`src/rtl/char_pixel_engine.sv`:
```
// ---------------------------------------------------------------------------
// char_pixel_engine
//
// Character/bitmap video fetch and pixel serialiser. For each character cell,
// the engine fetches the code byte and its attribute. It then picks a glyph
// row from the font ROM or the PCG RAM, or it uses the code byte as raw bitmap
// data (gfx mode). It shifts the row out one pixel per pce, and shows the
// cell colour from the attribute.
//
// The CRTC presents vma one cell ahead. The row fetched during cell N is
// therefore displayed during cell N+1 (one-cell display latency).
//
// Optional feature (compile-time macro CURSOR_EN):
//   When CURSOR_EN is defined, a frame counter advances on rising edges of
//   vSync and provides a blinking block cursor. The glyph row of the cell at
//   cursorA is inverted while the blink phase is active. When CURSOR_EN is not
//   defined, cursorA, cursorOn and vSync are ignored.
//
// Ports
//   clock, reset      clock; synchronous active-high reset
//   pce               pixel clock enable (one per pixel)
//   hSync             zeroes the pixel counter (overrides pce)
//   vSync             frame strobe (blink counter, CURSOR_EN only)
//   vma, vra          cell address (one cell ahead), raster row in cell
//   gfx               1 = bitmap mode, code byte is the pixel data
//   pcgEn             PCG bank enables, indexed by code[6]
//   vRd/vAddr/vQ      video RAM read port
//   aRd/aAddr/aQ      attribute RAM read port
//   fRd/fAddr/fQ      font ROM read port
//   pRd/pAddr/pQ      PCG RAM read port
//   cursorA, cursorOn cursor cell address and enable
//   pixel, color      serial pixel out and current cell colour
//   overrun           sticky: a cell start arrived before a fetch completed
// ---------------------------------------------------------------------------
module char_pixel_engine #(
    parameter int CHAR_W     = 8,
    parameter int ROW_BITS   = 3,
    parameter int ADDR_W     = 14,
    parameter int ATTR_AW    = 10,
    parameter int COLOR_W    = 4,
    parameter int BLINK_LOG2 = 4
) (
    input  logic                  clock,
    input  logic                  reset,
    input  logic                  pce,
    input  logic                  hSync,
    input  logic                  vSync,
    input  logic [ADDR_W-1:0]     vma,
    input  logic [ROW_BITS-1:0]   vra,
    input  logic                  gfx,
    input  logic [1:0]            pcgEn,
    output logic                  vRd,
    output logic [ADDR_W-1:0]     vAddr,
    input  logic [7:0]            vQ,
    output logic                  aRd,
    output logic [ATTR_AW-1:0]    aAddr,
    input  logic [7:0]            aQ,
    output logic                  fRd,
    output logic [8+ROW_BITS-1:0] fAddr,
    input  logic [CHAR_W-1:0]     fQ,
    output logic                  pRd,
    output logic [7+ROW_BITS-1:0] pAddr,
    input  logic [CHAR_W-1:0]     pQ,
    input  logic [ADDR_W-1:0]     cursorA,
    input  logic                  cursorOn,
    output logic                  pixel,
    output logic [COLOR_W-1:0]    color,
    output logic                  overrun
);

    localparam int PC_W = (CHAR_W > 1) ? $clog2(CHAR_W) : 1;
    localparam logic [PC_W-1:0] PC_LAST = PC_W'(CHAR_W - 1);

    localparam logic [1:0] S_IDLE  = 2'd0;
    localparam logic [1:0] S_ADDR  = 2'd1;
    localparam logic [1:0] S_CODE  = 2'd2;
    localparam logic [1:0] S_GLYPH = 2'd3;

    logic [1:0]         state;
    logic [PC_W-1:0]    pc;
    logic [CHAR_W-1:0]  shifter;

    // Holding registers hold the last completed fetch. They are the only
    // source for the shifter and colour load at a cell start, so an aborted
    // fetch never leaks partial data onto the screen.
    logic [CHAR_W-1:0]  hold_glyph;
    logic [COLOR_W-1:0] hold_color;

    // Per-fetch staging: the attribute colour and the glyph source chosen in CODE.
    logic [COLOR_W-1:0] stage_color;
    logic               stage_ds;

    logic               cell_start;
    logic               ds;
    logic               fetch_done;
    logic [CHAR_W-1:0]  load_row;

    assign cell_start = pce && !hSync && (pc == '0);

    // The PCG is selected only for codes with bit 7 set and the matching bank enabled.
    assign ds = vQ[7] && pcgEn[vQ[6]];

    // A fetch completes in CODE (bitmap mode) or in GLYPH. A new cell start on
    // the same clock wins and discards the fetch.
    assign fetch_done = !cell_start &&
                        ((state == S_CODE && gfx) || state == S_GLYPH);

    assign pixel = shifter[CHAR_W-1];

`ifdef CURSOR_EN
    logic                  vs_q;
    logic [BLINK_LOG2-1:0] blink_cnt;
    logic [ADDR_W-1:0]     hold_addr;
    logic                  cursor_hit;

    always_ff @(posedge clock) begin
        if (reset) begin
            vs_q      <= 1'b0;
            blink_cnt <= '0;
        end else begin
            vs_q <= vSync;
            if (vSync && !vs_q)
                blink_cnt <= blink_cnt + BLINK_LOG2'(1);
        end
    end

    // vAddr holds the cell address for the entire fetch, so it identifies
    // which cell the completed glyph belongs to.
    always_ff @(posedge clock) begin
        if (reset)
            hold_addr <= '0;
        else if (fetch_done)
            hold_addr <= vAddr;
    end

    assign cursor_hit = cursorOn && blink_cnt[BLINK_LOG2-1] && (hold_addr == cursorA);
    assign load_row   = hold_glyph ^ {CHAR_W{cursor_hit}};
`else
    assign load_row = hold_glyph;

    logic unused_cursor;
    assign unused_cursor = &{1'b0, vSync, cursorA, cursorOn};
`endif

    // The attribute byte carries more bits than the colour field uses.
    logic unused_attr;
    assign unused_attr = &{1'b0, aQ};

    // -----------------------------------------------------------------------
    // Pixel counter and shifter
    // -----------------------------------------------------------------------
    always_ff @(posedge clock) begin
        if (reset) begin
            pc      <= '0;
            shifter <= '0;
            color   <= '0;
        end else if (hSync) begin
            // hSync realigns the cell grid; it does not shift or load on this clock.
            pc <= '0;
        end else if (pce) begin
            pc <= (pc == PC_LAST) ? '0 : pc + PC_W'(1);
            if (pc == '0) begin
                shifter <= load_row;
                color   <= hold_color;
            end else begin
                shifter <= {shifter[CHAR_W-2:0], 1'b0};
            end
        end
    end

    // -----------------------------------------------------------------------
    // Fetch FSM. Strobes are registered and are cleared every clock unless
    // they are set again, so each strobe is a single-clock pulse.
    // -----------------------------------------------------------------------
    always_ff @(posedge clock) begin
        if (reset) begin
            state       <= S_IDLE;
            vRd         <= 1'b0;
            aRd         <= 1'b0;
            fRd         <= 1'b0;
            pRd         <= 1'b0;
            vAddr       <= '0;
            aAddr       <= '0;
            fAddr       <= '0;
            pAddr       <= '0;
            stage_color <= '0;
            stage_ds    <= 1'b0;
            hold_glyph  <= '0;
            hold_color  <= '0;
            overrun     <= 1'b0;
        end else begin
            vRd <= 1'b0;
            aRd <= 1'b0;
            fRd <= 1'b0;
            pRd <= 1'b0;

            if (cell_start) begin
                // Any state other than IDLE means the previous fetch did not finish.
                if (state != S_IDLE)
                    overrun <= 1'b1;
                state <= S_ADDR;
                vRd   <= 1'b1;
                aRd   <= 1'b1;
                vAddr <= vma;
                aAddr <= vma[ATTR_AW-1:0];
            end else begin
                case (state)
                    S_ADDR: state <= S_CODE;
                    S_CODE: begin
                        stage_color <= aQ[COLOR_W-1:0];
                        stage_ds    <= ds;
                        if (gfx) begin
                            hold_glyph <= vQ[7 -: CHAR_W];
                            hold_color <= aQ[COLOR_W-1:0];
                            state      <= S_IDLE;
                        end else begin
                            if (ds) begin
                                pRd   <= 1'b1;
                                pAddr <= {vQ[6:0], vra};
                            end else begin
                                fRd   <= 1'b1;
                                fAddr <= {vQ, vra};
                            end
                            state <= S_GLYPH;
                        end
                    end
                    S_GLYPH: begin
                        hold_glyph <= stage_ds ? pQ : fQ;
                        hold_color <= stage_color;
                        state      <= S_IDLE;
                    end
                    default: state <= S_IDLE;
                endcase
            end
        end
    end

endmodule

```
`config.mk`:
```
export PLATFORM = sky130hd
export DESIGN_NAME = char_pixel_engine
export DESIGN_NICKNAME = d
export VERILOG_FILES = /design/src/rtl/char_pixel_engine.sv
export SDC_FILE = /design/constraint.sdc
export NUM_CORES = 1
export LEC_CHECK = 0
export CELL_PAD_IN_SITES_DETAIL_PLACEMENT = 0
export CELL_PAD_IN_SITES_GLOBAL_PLACEMENT = 1
export CORE_ASPECT_RATIO = 0.5
export CORE_MARGIN = 10
export CORE_UTILIZATION = 34
export CTS_CLUSTER_SIZE = 24
export DETAILED_ROUTE_END_ITERATION = 7
export PLACE_DENSITY_LB_ADDON = 0.25
export SLEW_MARGIN = 15
export SYNTH_ARGS = -nofsm -noshare
export SYNTH_HDL_FRONTEND = slang
export SYNTH_SLANG_ARGS = --single-unit
```
`constraint.sdc`:
```
create_clock -name clock -period 3.5 [get_ports clock]
set_input_delay 0.525 -clock clock [delete_from_list [all_inputs] [get_ports clock]]
set_output_delay 0.525 -clock clock [all_outputs]
set_load 0.01 [all_outputs]
```
Yosys cells after proc, flatten, opt, wreduce, memory -nomap -nowiden
Cells that the tools add are included.

operators by class
  add/sub/neg operators = 1
  reductions and logical operators = 17
  bitwise logic cells = 5
  muxes and demuxes = 15
  equal/unequal tests = 5
  $lt $le $gt $ge = 1

operators by type and width
  cell                 number
  $mux 8               3
  $pmux 8 s2           1
  $pmux 4 s2           1
  $reduce_and 4->1     2
  $mux 1               6
  $reduce_and 2->1     3
  $reduce_and 3->1     2
  $not 1->1            5
  $eq 2x2->1 const B   2
  $mux 4               1
  $pmux 2 s2           1
  $reduce_bool 2->1    2
  $reduce_or 2->1      2
  $reduce_or 4->1      1
  $add 3x1->3 const B  1
  $eq 3x3->1 const B   1
  $logic_and 1x1->1    3
  $logic_not 3->1      1
  $mux 3               1
  $eq 2x1->1 const B   1
  $lt 1x2->1 const B   1
  $mux 2               1
  $ne 2x2->1 const B   1
  $logic_not 1->1      1

storage, ports and cells
  logic and storage cells = 61
  register bits after elaboration = 83

Logic depth before layout (Yosys ltp)
Gate-level depths: netlist of run 1.

  depth after elaboration = 5
  gate-level depth with buffers = 7
  gate-level depth less buffers = 5

Worst setup path after synthesis of run 1
No wires, ideal clock.

  path kind = input port to flip-flop
  start = input vQ[6]
  end = register fAddr[0]
  buffers on the path = 1
  path slack = 1990 ps
  data required time = 3428 ps
  setup time = 72 ps
  cell stages on the path = 4
  arrival = 1438 ps
  cells stage by stage = mux2_4 -> a211oi_2 -> buf_6 -> mux2i_1

between the ends
  longest elaborated chain between the ends = 5

ends and longest elaborated chain
  item                                       line  text
  from (decl)                                54    input logic [7:0] vQ,
  $mux 1 (not written as such) (2 in a row)  101   assign ds = vQ[7] && pcgEn[vQ[6]];
  $logic_and 1x1->1                          101
  $not 1->1 (no line)                        n/a
  $reduce_and 4->1 (no line)                 n/a
  to (signal assigned)                       222   fAddr <= {vQ, vra};
  to (decl)                                  59    output logic [8+ROW_BITS-1:0] fAddr,

No other way between the ends. The select of a mux whose other input is x is not followed.
A chain may end at the register's enable or synchronous reset.

Final worst setup path of run 1
  start = register state[0]
  end = register hold_glyph[6]

between the ends
  longest elaborated chain between the ends = 3
  elaborated cells on any way between the ends = 6
  those cells by class = 3 x eq/ne; 1 x mux; 2 x reduce/logical

ends and longest elaborated chain
  item                                                              line  text
  from (decl)                                                       79    logic [1:0] state;
  from (signal assigned)                                            177   state <= S_IDLE;
  from (signal assigned)                                            201   state <= S_ADDR;
  from (signal assigned)                                            208   S_ADDR: state <= S_CODE;
  $eq 2x2->1                                                        207   case (state)
  $ne 2x2->1 (no line) / $reduce_bool 2->1 (equally long branches)  n/a
  $reduce_and 3->1 (no line)                                        n/a
  to (signal assigned)                                              213   hold_glyph <= vQ[7 -: CHAR_W];
  to (signal assigned)                                              228   hold_glyph <= stage_ds ? pQ : fQ;
  to (decl)                                                         86    logic [CHAR_W-1:0] hold_glyph;

Parallel ways exist; a longest one is shown, timed or not.

==> results of run 1 <==
critical path, delay by kind of cell, from the launching register on:
family | cells | cell delay [ns]
and+or+nand+nor | 1 | 0.25
muxes | 1 | 0.42
DFF | 1 | 0.36
AOI/OAI and AO/OA | 1 | 0.24
adders and majority gates | 1 | 0.73
cell type report:
cell class | count | area [um^2] | share of cell area [%]
Clock buffer | 11 | 253 | 5.64
Timing Repair Buffer | 112 | 1110 | 24.7
Sequential cell | 73 | 1460 | 32.6
Clock inverter | 4 | 76.3 | 1.70
Inverter | 7 | 26.3 | 0.586
Tap cell | 117 | 146 | 3.26
Multi-Input combinational cell | 190 | 1420 | 31.6
per-stage QoR:
| step | hold slack [ns] | instances | cell area [um^2] | util (%) |
|---|---|---|---|---|
| global placement | 0.441 | 499 | 4160 | 47.2 |
| detailed placement | 0.443 | 499 | 4160 | 47.2 |
| floorplan | 0.437 | 302 | 3090 | - |
| finish | 0.458 | 514 | 4480 | 51.0 |
| global route | 0.484 | 514 | 4480 | 51.0 |
| CTS | 0.463 | 514 | 4480 | 51.0 |
power by group:
group	internal (uW)	switching [uW]	total, uW
logic	106	76.1	182
registers	847	9.99	857
clock network	660	338	997
registers in the layout, summed over array words and instances, names as in the netlist, 2 cells and up:
name / flops
hold_color: 4
state: 2
color: 4
pc: 3
hold_glyph: 8
fAddr: 11
vAddr: 14
pAddr: 10
shifter: 8
stage_color: 4
synthesized netlist by cell type, types with 2 or more instances:
library cell  instances  area (um^2)
clkbuf_1              7         26.3
inv_1                 7         26.3
o21ai_0              15         75.1
nor2_1                7         26.3
buf_2                 6         30.0
mux2i_1              41          410
mux2_2                9          101
a21oi_1              12         60.1
a311oi_1              4         35.0
a22o_1               18          158
nand4_1               2         12.5
nor2b_1               3         18.8
buf_6                 2         22.5
o211ai_1              8         60.1
nor2_4                2         22.5
dfxtp_1              73         1460
nor3_1                6         30.0
ha_1                  7         87.6
a211oi_1              7         52.6
nand2_1              34          128
nor3b_1               2         15.0
buf_4                17          128
nand3_1               5         25.0
layer usage:
metal	track usage (%)	up-vias	part of all wire (%)
li1	-	1260	-
met1	14.7	1156	46
met2	19.0	96	43
met3	6.85	11	10
met4	4.35	0	1.2
met5	0	-	0
cells in the final DEF (no fill, tap or decap), drive strengths merged, types with 9 or more instances in the layout:
cell and n:
clkbuf 11, a21oi 12, a22o 18, mux2 10
nand2 34, dfxtp 73, clkdlybuf4s50 106, nor2 9
mux2i 41, o21ai 15
cells by family after synthesis:
kind of cell | Yosys count | synth area share, %
buf+inv | 39 | 7.52
compound gates | 68 | 15.5
simple gates | 64 | 9.87
flops | 73 | 47.2
fa+ha+maj | 7 | 2.83
mux | 51 | 17.0
final timing paths:
path            start       endpoint  slack [ns]  depth (start not counted)
min           overrun        overrun        0.46                          1
max          state[0]  hold_glyph[6]        1.42                          4
max reg2reg  state[0]  hold_glyph[6]        1.42                          4
min reg2reg   overrun        overrun        0.46                          1
==> metrics, run 1 <==
Startpoint Class=register; Setup Fix Bufs, Post-CTS=0; Syn Nets=around 380; post-synth cell types=31; HPWL Detailed=~6300 um; Setup Skew=~0.0044 ns; clock transition at the registers of the reported paths=~0.060 ns; I/O Pins=between 100 and 150; Avg WL per Cell=16.2 um; Total Wirelength=around 8300 um; Die X=roughly 150 um; fmax=480 MHz; Filler cells=788; Total Routing Usage GR=between 10 and 15%; drt pass-1 iters=4; Total Power=2040 uW; Peak VDD IR=~0.24 mV; number of synthesized flops with an enable pin=0; Crit Path Class=register to register; total core area=roughly 8800 um^2; syn avg cell area=~10 um^2; ratio of cells with drive above 1 in the final layout=between 9 and 10%; Slew HR=between 40% and 50%; Pleak=0.00169 uW; Seq cells post-synth=73; Post-CTS Resized=0; vias post-DR=around 2,500; Critical Path Fanout Max=14; Final setup viols=0; DRC=0; Area Overhead vs Synth=44.9%; H-tree Lvls=3; slowest CP cell=ha_1; height of the chip=a little under 90 um; root buffer cell=clkbuf_16; Cells after Synth=302; Cell Pwr Density=approximately 450 nW/um^2; die area=approximately 14,000 um^2; diode count=0; first-pass GRT wire length=about 14,000 um; CTS Sinks=73; Critical Path RT=roughly 3.8 ns; DRT iter0 DRCs=77; pin count of the biggest net entering global routing=28; total gr overflow=0; # Max-Cap Violations=0; final critical-path share of the clock period=~59%; part of the Yosys area used for sequential elements=between 40 and 50%; Async S/R FF share, synth=0%; Max stage delay on crit path=approximately 0.73 ns; initial antenna violation count=0; status=completed; CP arrival=about 2.3 ns; synthesized area=3090 um^2; CTS hold repair buffers=0; CTS tree=done; Initial Util=between 30% and 40%; critical path capture point type=register; Tmin final=2.08 ns; Primary FF master, synth=dfxtp_1; RSZ-0062 raised after global routing=no; vias in the first global route=roughly 2,600; DP Worst Slack=1.13 ns; final count of hold timing violations=0; GP Congestion=0.765; CTS buffer count=9; PortBufs=106; worst-path cell chain=ha_1, mux2_2, nand3_1, o21ai_0; final setup TNS=0 ns; Routed Antenna Nets=0; Tightest Pin Transition=around 0.86 ns; fin nets=about 470; CTS Buffer Depth=2; row count=24; HP Class=register to register; Worst Slack Setup Final=1.42 ns; max-slew violations=0; Clk Latency, worst-skew pair=between 0.3 and 0.4 ns; Syn. warnings=0; routed vias/inst=between 4 and 5
Note: power is estimated with default switching activity, not from simulation.
==> inputs of run 2 (changes only) <==
- CORE_UTILIZATION: 34 -> 32
- clock period: 3.5 -> 2 ns (I/O delays scaled with it)
==> metrics, run 2 (synthesis gave the netlist of run 1 again) <==
status=completed (unchanged); Clk Latency, worst-skew pair=0.34 ns (was 0.33 ns); vias in the first global route=2,665 (was 2,641); first-pass GRT wire length=13,600 um (about the same); placed insts=524 (was 499); max reg flops=14 (unchanged); Routed Antenna Nets=0 (unchanged); Die X=159 um (was 155 um); final critical-path share of the clock period=90.2% (was 59.5%); Max stage delay on crit path=0.48 ns (was 0.73 ns); Post-CTS Resized=0 (unchanged); final count of hold timing violations=0 (unchanged); commonest non-fill, non-tap cells in the layout=clkdlybuf4s50_1, dfxtp_1, mux2i_1 (unchanged); CTS hold repair buffers=0 (unchanged); Final setup viols=0 (unchanged); slowest CP cell=mux2_2 (was ha_1); GP Congestion=0.782 (was 0.765); pin count of the biggest net entering global routing=42 (was 28); CTS Sinks=73 (unchanged); final setup TNS=0 ns (unchanged); CTS tree=done (unchanged); Area Overhead vs Synth=50.6% (was 44.9%); Total Power=3810 uW (was 2040 uW); HP Class=register to register (unchanged); diode count=0 (unchanged); Tightest Pin Transition=0.636 ns (was 0.856 ns); fin nets=479 (was 472); RSZ-0062 raised after global routing=no (unchanged); initial antenna violation count=0 (unchanged); Pleak=0.00176 uW (was 0.00169 uW); clock transition at the registers of the reported paths=0.06 ns (about the same); CTS buffer count=9 (unchanged); commonest non-fill, non-tap cell in the layout=clkdlybuf4s50_1 (unchanged); final std cells w/o fill=540 (was 514); PortBufs=106 (unchanged); hold slack=0.458 ns (about the same); Peak VDD IR=0.398 mV (was 0.245 mV); row count=25 (was 24); Total Routing Usage GR=12.0% (was 12.5%); critical path capture point type=register (unchanged); vias post-DR=2,521 (was 2,523); total gr overflow=0 (unchanged); I/O Pins=127 (unchanged); die area=14,200 um^2 (was 13,500 um^2); Initial Util=32.8% (was 35.2%); Slew HR=56.4% (was 42.9%); HPWL Detailed=6230 um (was 6280 um); Critical Path RT=2.21 ns (was 3.75 ns); ratio of cells with drive above 1 in the final layout=10.9% (was 9.07%); Setup Skew=0.00735 ns (was 0.00439 ns); CP arrival=2.01 ns (was 2.34 ns); H-tree Lvls=3 (unchanged); Setup Fix Bufs, Post-CTS=0 (unchanged); worst-path cell chain=inv_1, ha_1, mux2_2, nand3_1, o21ai_0 (was ha_1, mux2_2, nand3_1, o21ai_0); height of the chip=89.5 um (was 87.5 um); routed vias/inst=4.67 (was 4.91); # Max-Cap Violations=0 (unchanged); Tmin final=1.80 ns (was 2.08 ns); Top Registers=vAddr x14, fAddr x11, pAddr x10 (unchanged); CTS Buffer Depth=2 (unchanged); max-slew violations=0 (unchanged); root buffer cell=clkbuf_16 (unchanged); fmax=554 MHz (was 480 MHz); Total Wirelength=8420 um (was 8310 um); DRC=0 (unchanged); Avg WL per Cell=15.6 um (was 16.2 um); Filler cells=842 (was 788); Cell Pwr Density=818 nW/um^2 (was 454 nW/um^2); drt pass-1 iters=4 (unchanged); Startpoint Class=register (unchanged); DRT iter0 DRCs=96 (was 77); Crit Path Class=register to register (unchanged); Critical Path Fanout Max=10 (was 14); largest reg by FF count=vAddr (unchanged); total core area=9450 um^2 (was 8800 um^2)
run 2: worst max-delay path, delay by kind of cell (launching register included):
| kind | cells | cell delay [ns] |
|---|---|---|
| DFF | 1 | 0.33 |
| and+or+nand+nor | 1 | 0.26 |
| AOI/OAI and AO/OA | 1 | 0.14 |
| buffers and inverters | 1 | 0.08 |
| adders and majority gates | 1 | 0.39 |
| muxes | 1 | 0.48 |
run 2: final timing paths:
kind                  from             to  slack (ns)  depth (start not counted)
setup reg to reg  state[0]  hold_glyph[3]        0.20                          5
hold / removal    fAddr[9]       fAddr[9]        0.46                          2
setup / recovery  state[0]  hold_glyph[3]        0.20                          5
hold reg to reg   fAddr[9]       fAddr[9]        0.46                          2
run 2: per-layer routing:
layer	up-vias	GRT usage [%]	part of all wire [%]
li1	1277	-	-
met1	1156	13.6	46
met2	82	19.2	44
met3	6	6.94	9.1
met4	0	3.01	0.71
met5	-	0	0
run 2: layout make-up:
cell class              instances  area (um^2)  area share, %
repair buffers                119         1220           26.2
clock inverters                 7          141           3.03
clock buffers                   9          225           4.83
flip-flops and latches         73         1460           31.4
well taps                     135          169           3.63
inverters                       7         26.3          0.564
multi-input cells             190         1420           30.4
run 2: where the power goes:
| part | internal, uW | switching [uW] | total, uW |
|---|---|---|---|
| combinational | 201 | 139 | 340 |
| sequential | 1480 | 17.1 | 1500 |
| clock | 1350 | 628 | 1970 |
run 2: stage by stage:
stage	cell area (um^2)	util [%]	setup slack, ns
after CTS	4660	49.3	0.213
after detailed placement	4290	45.4	0.0390
after global routing	4660	49.3	0.0296
after global placement	4290	45.4	0.0609
final	4660	49.3	0.196
after floorplan	3090	-	0.509
==> inputs of run 3 (changes only) <==
- MAX_ROUTING_LAYER: unset -> met4
==> metrics, run 3 (synthesis gave the netlist of run 1 again) <==
Peak VDD IR=0.396 mV (was 0.398 mV); initial antenna violation count=0 (unchanged); Critical Path RT=2.21 ns (about the same); Total Wirelength=8420 um (about the same); final critical-path share of the clock period=90.2% (about the same); total gr overflow=0 (unchanged); clock share of power=51.8% (about the same); Area Overhead vs Synth=50.6% (unchanged); clock transition at the registers of the reported paths=0.06 ns (about the same); status=completed (unchanged); # Max-Cap Violations=0 (unchanged); height of the chip=89.5 um (unchanged); diode count=0 (unchanged); wire length on met1=4020 um (was 3900 um); die area=14,200 um^2 (unchanged); fmax=554 MHz (about the same); RSZ-0062 raised after global routing=no (unchanged); HP Class=register to register (unchanged); largest reg by FF count=vAddr (unchanged); first-pass GRT wire length=13,600 um (about the same); Tmin final=1.80 ns (about the same); met3 wire len=671 um (was 765 um); Pleak=0.00176 uW (unchanged); pin count of the biggest net entering global routing=42 (unchanged); Routed Antenna Nets=0 (unchanged); DP Worst Slack=0.0390 ns (unchanged); Final setup viols=0 (unchanged); Switch Pwr=783 uW (was 784 uW); commonest non-fill, non-tap cells in the layout=clkdlybuf4s50_1, dfxtp_1, mux2i_1 (unchanged); Setup Fix Bufs, Post-CTS=0 (unchanged); Worst Slack Setup Final=0.196 ns (about the same); Die X=159 um (unchanged); max-slew violations=0 (unchanged); combinational share of power=8.9% (about the same); routed vias/inst=4.66 (was 4.67); root buffer cell=clkbuf_16 (unchanged); GP Congestion=0.793 (was 0.782); Startpoint Class=register (unchanged); DRT iter0 DRCs=105 (was 96); Top Registers=vAddr x14, fAddr x11, pAddr x10 (unchanged); DP Area=4290 um^2 (unchanged); CTS hold repair buffers=0 (unchanged); Setup Skew=0.00771 ns (was 0.00735 ns); CP arrival=2.01 ns (about the same); Slew HR=57.0% (was 56.4%); Sequential Power Share=39.3% (about the same); H-tree Lvls=3 (unchanged); uppermost layer routed=met4 (unchanged); drt pass-1 iters=4 (unchanged); CTS Sinks=73 (unchanged); Avg WL per Cell=15.6 um (about the same); CTS tree=done (unchanged); HPWL Detailed=6230 um (unchanged); switching part of the total=20.5% (was 20.6%); max reg flops=14 (unchanged); Initial Util=32.8% (unchanged); cell area after layout=4660 um^2 (unchanged); CTS Buffer Depth=2 (unchanged); commonest non-fill, non-tap cell in the layout=clkdlybuf4s50_1 (unchanged); Total Routing Usage GR=12.3% (was 12.0%); vias post-DR=2,515 (was 2,521); internal power=3030 uW (about the same); Cell Pwr Density=818 nW/um^2 (about the same); met2 wire len=3690 um (unchanged); row count=25 (unchanged); vias in the first global route=2,659 (was 2,665); Post-CTS Resized=0 (unchanged); DRC=0 (unchanged); final count of hold timing violations=0 (unchanged); total core area=9450 um^2 (unchanged); CTS buffer count=9 (unchanged); Tightest Pin Transition=0.627 ns (was 0.636 ns); fin nets=479 (unchanged); Crit Path Class=register to register (unchanged); Total Power=3810 uW (about the same); Clk Latency, worst-skew pair=0.34 ns (about the same); I/O Pins=127 (unchanged); final setup TNS=0 ns (unchanged); Critical Path Fanout Max=10 (unchanged); PortBufs=106 (unchanged); critical path capture point type=register (unchanged); ratio of cells with drive above 1 in the final layout=10.9% (unchanged)
## run 3: cell counts in the layout (fill, tap and decap cells not counted)
No cell type changed its count.
## run 3: power groups by stage
stage	combinational [uW]	clock, uW	sequential, uW
floorplan	143	0	1540
global placement	337	0	1530
detailed placement	342	0	1530
CTS	344	2030	1500
global route	369	2080	1500
finish	340	1970	1500
## run 3: final timing paths
path / from / to / slack (ns) / cells after the start
max: state[0] / hold_glyph[3] / 0.20 / 5
max reg2reg: state[0] / hold_glyph[3] / 0.20 / 5
min reg2reg: fAddr[9] / fAddr[9] / 0.46 / 2
min: fAddr[9] / fAddr[9] / 0.46 / 2
## run 3: worst max-delay path, cell delays in order (launching register included)
cell,delay (ns)
dfxtp_1,0.33
inv_1,0.08
ha_1,0.39
mux2_2,0.48
nand3_1,0.26
o21ai_0,0.14
## run 3: per-stage QoR
stage	cells	util, %	hold slack, ns
after global placement	524	45.4	0.440
after floorplan	302	-	0.379
after detailed placement	524	45.4	0.446
final	540	49.3	0.458
after CTS	540	49.3	0.464
after global routing	540	49.3	0.473
## run 3: layout make-up
class	count	area, um^2
repair buffers	119	1220
clock buffers	9	225
multi-input cells	190	1420
well taps	135	169
clock inverters	7	141
flip-flops and latches	73	1460
inverters	7	26.3
fillers	842	4790
## run 3: per-layer routing
layer | vias up | track usage (%)
li1 | 1278 | -
met1 | 1150 | 14.2
met2 | 83 | 19.0
met3 | 4 | 6.16
met4 | 0 | 3.01
met5 | - | -
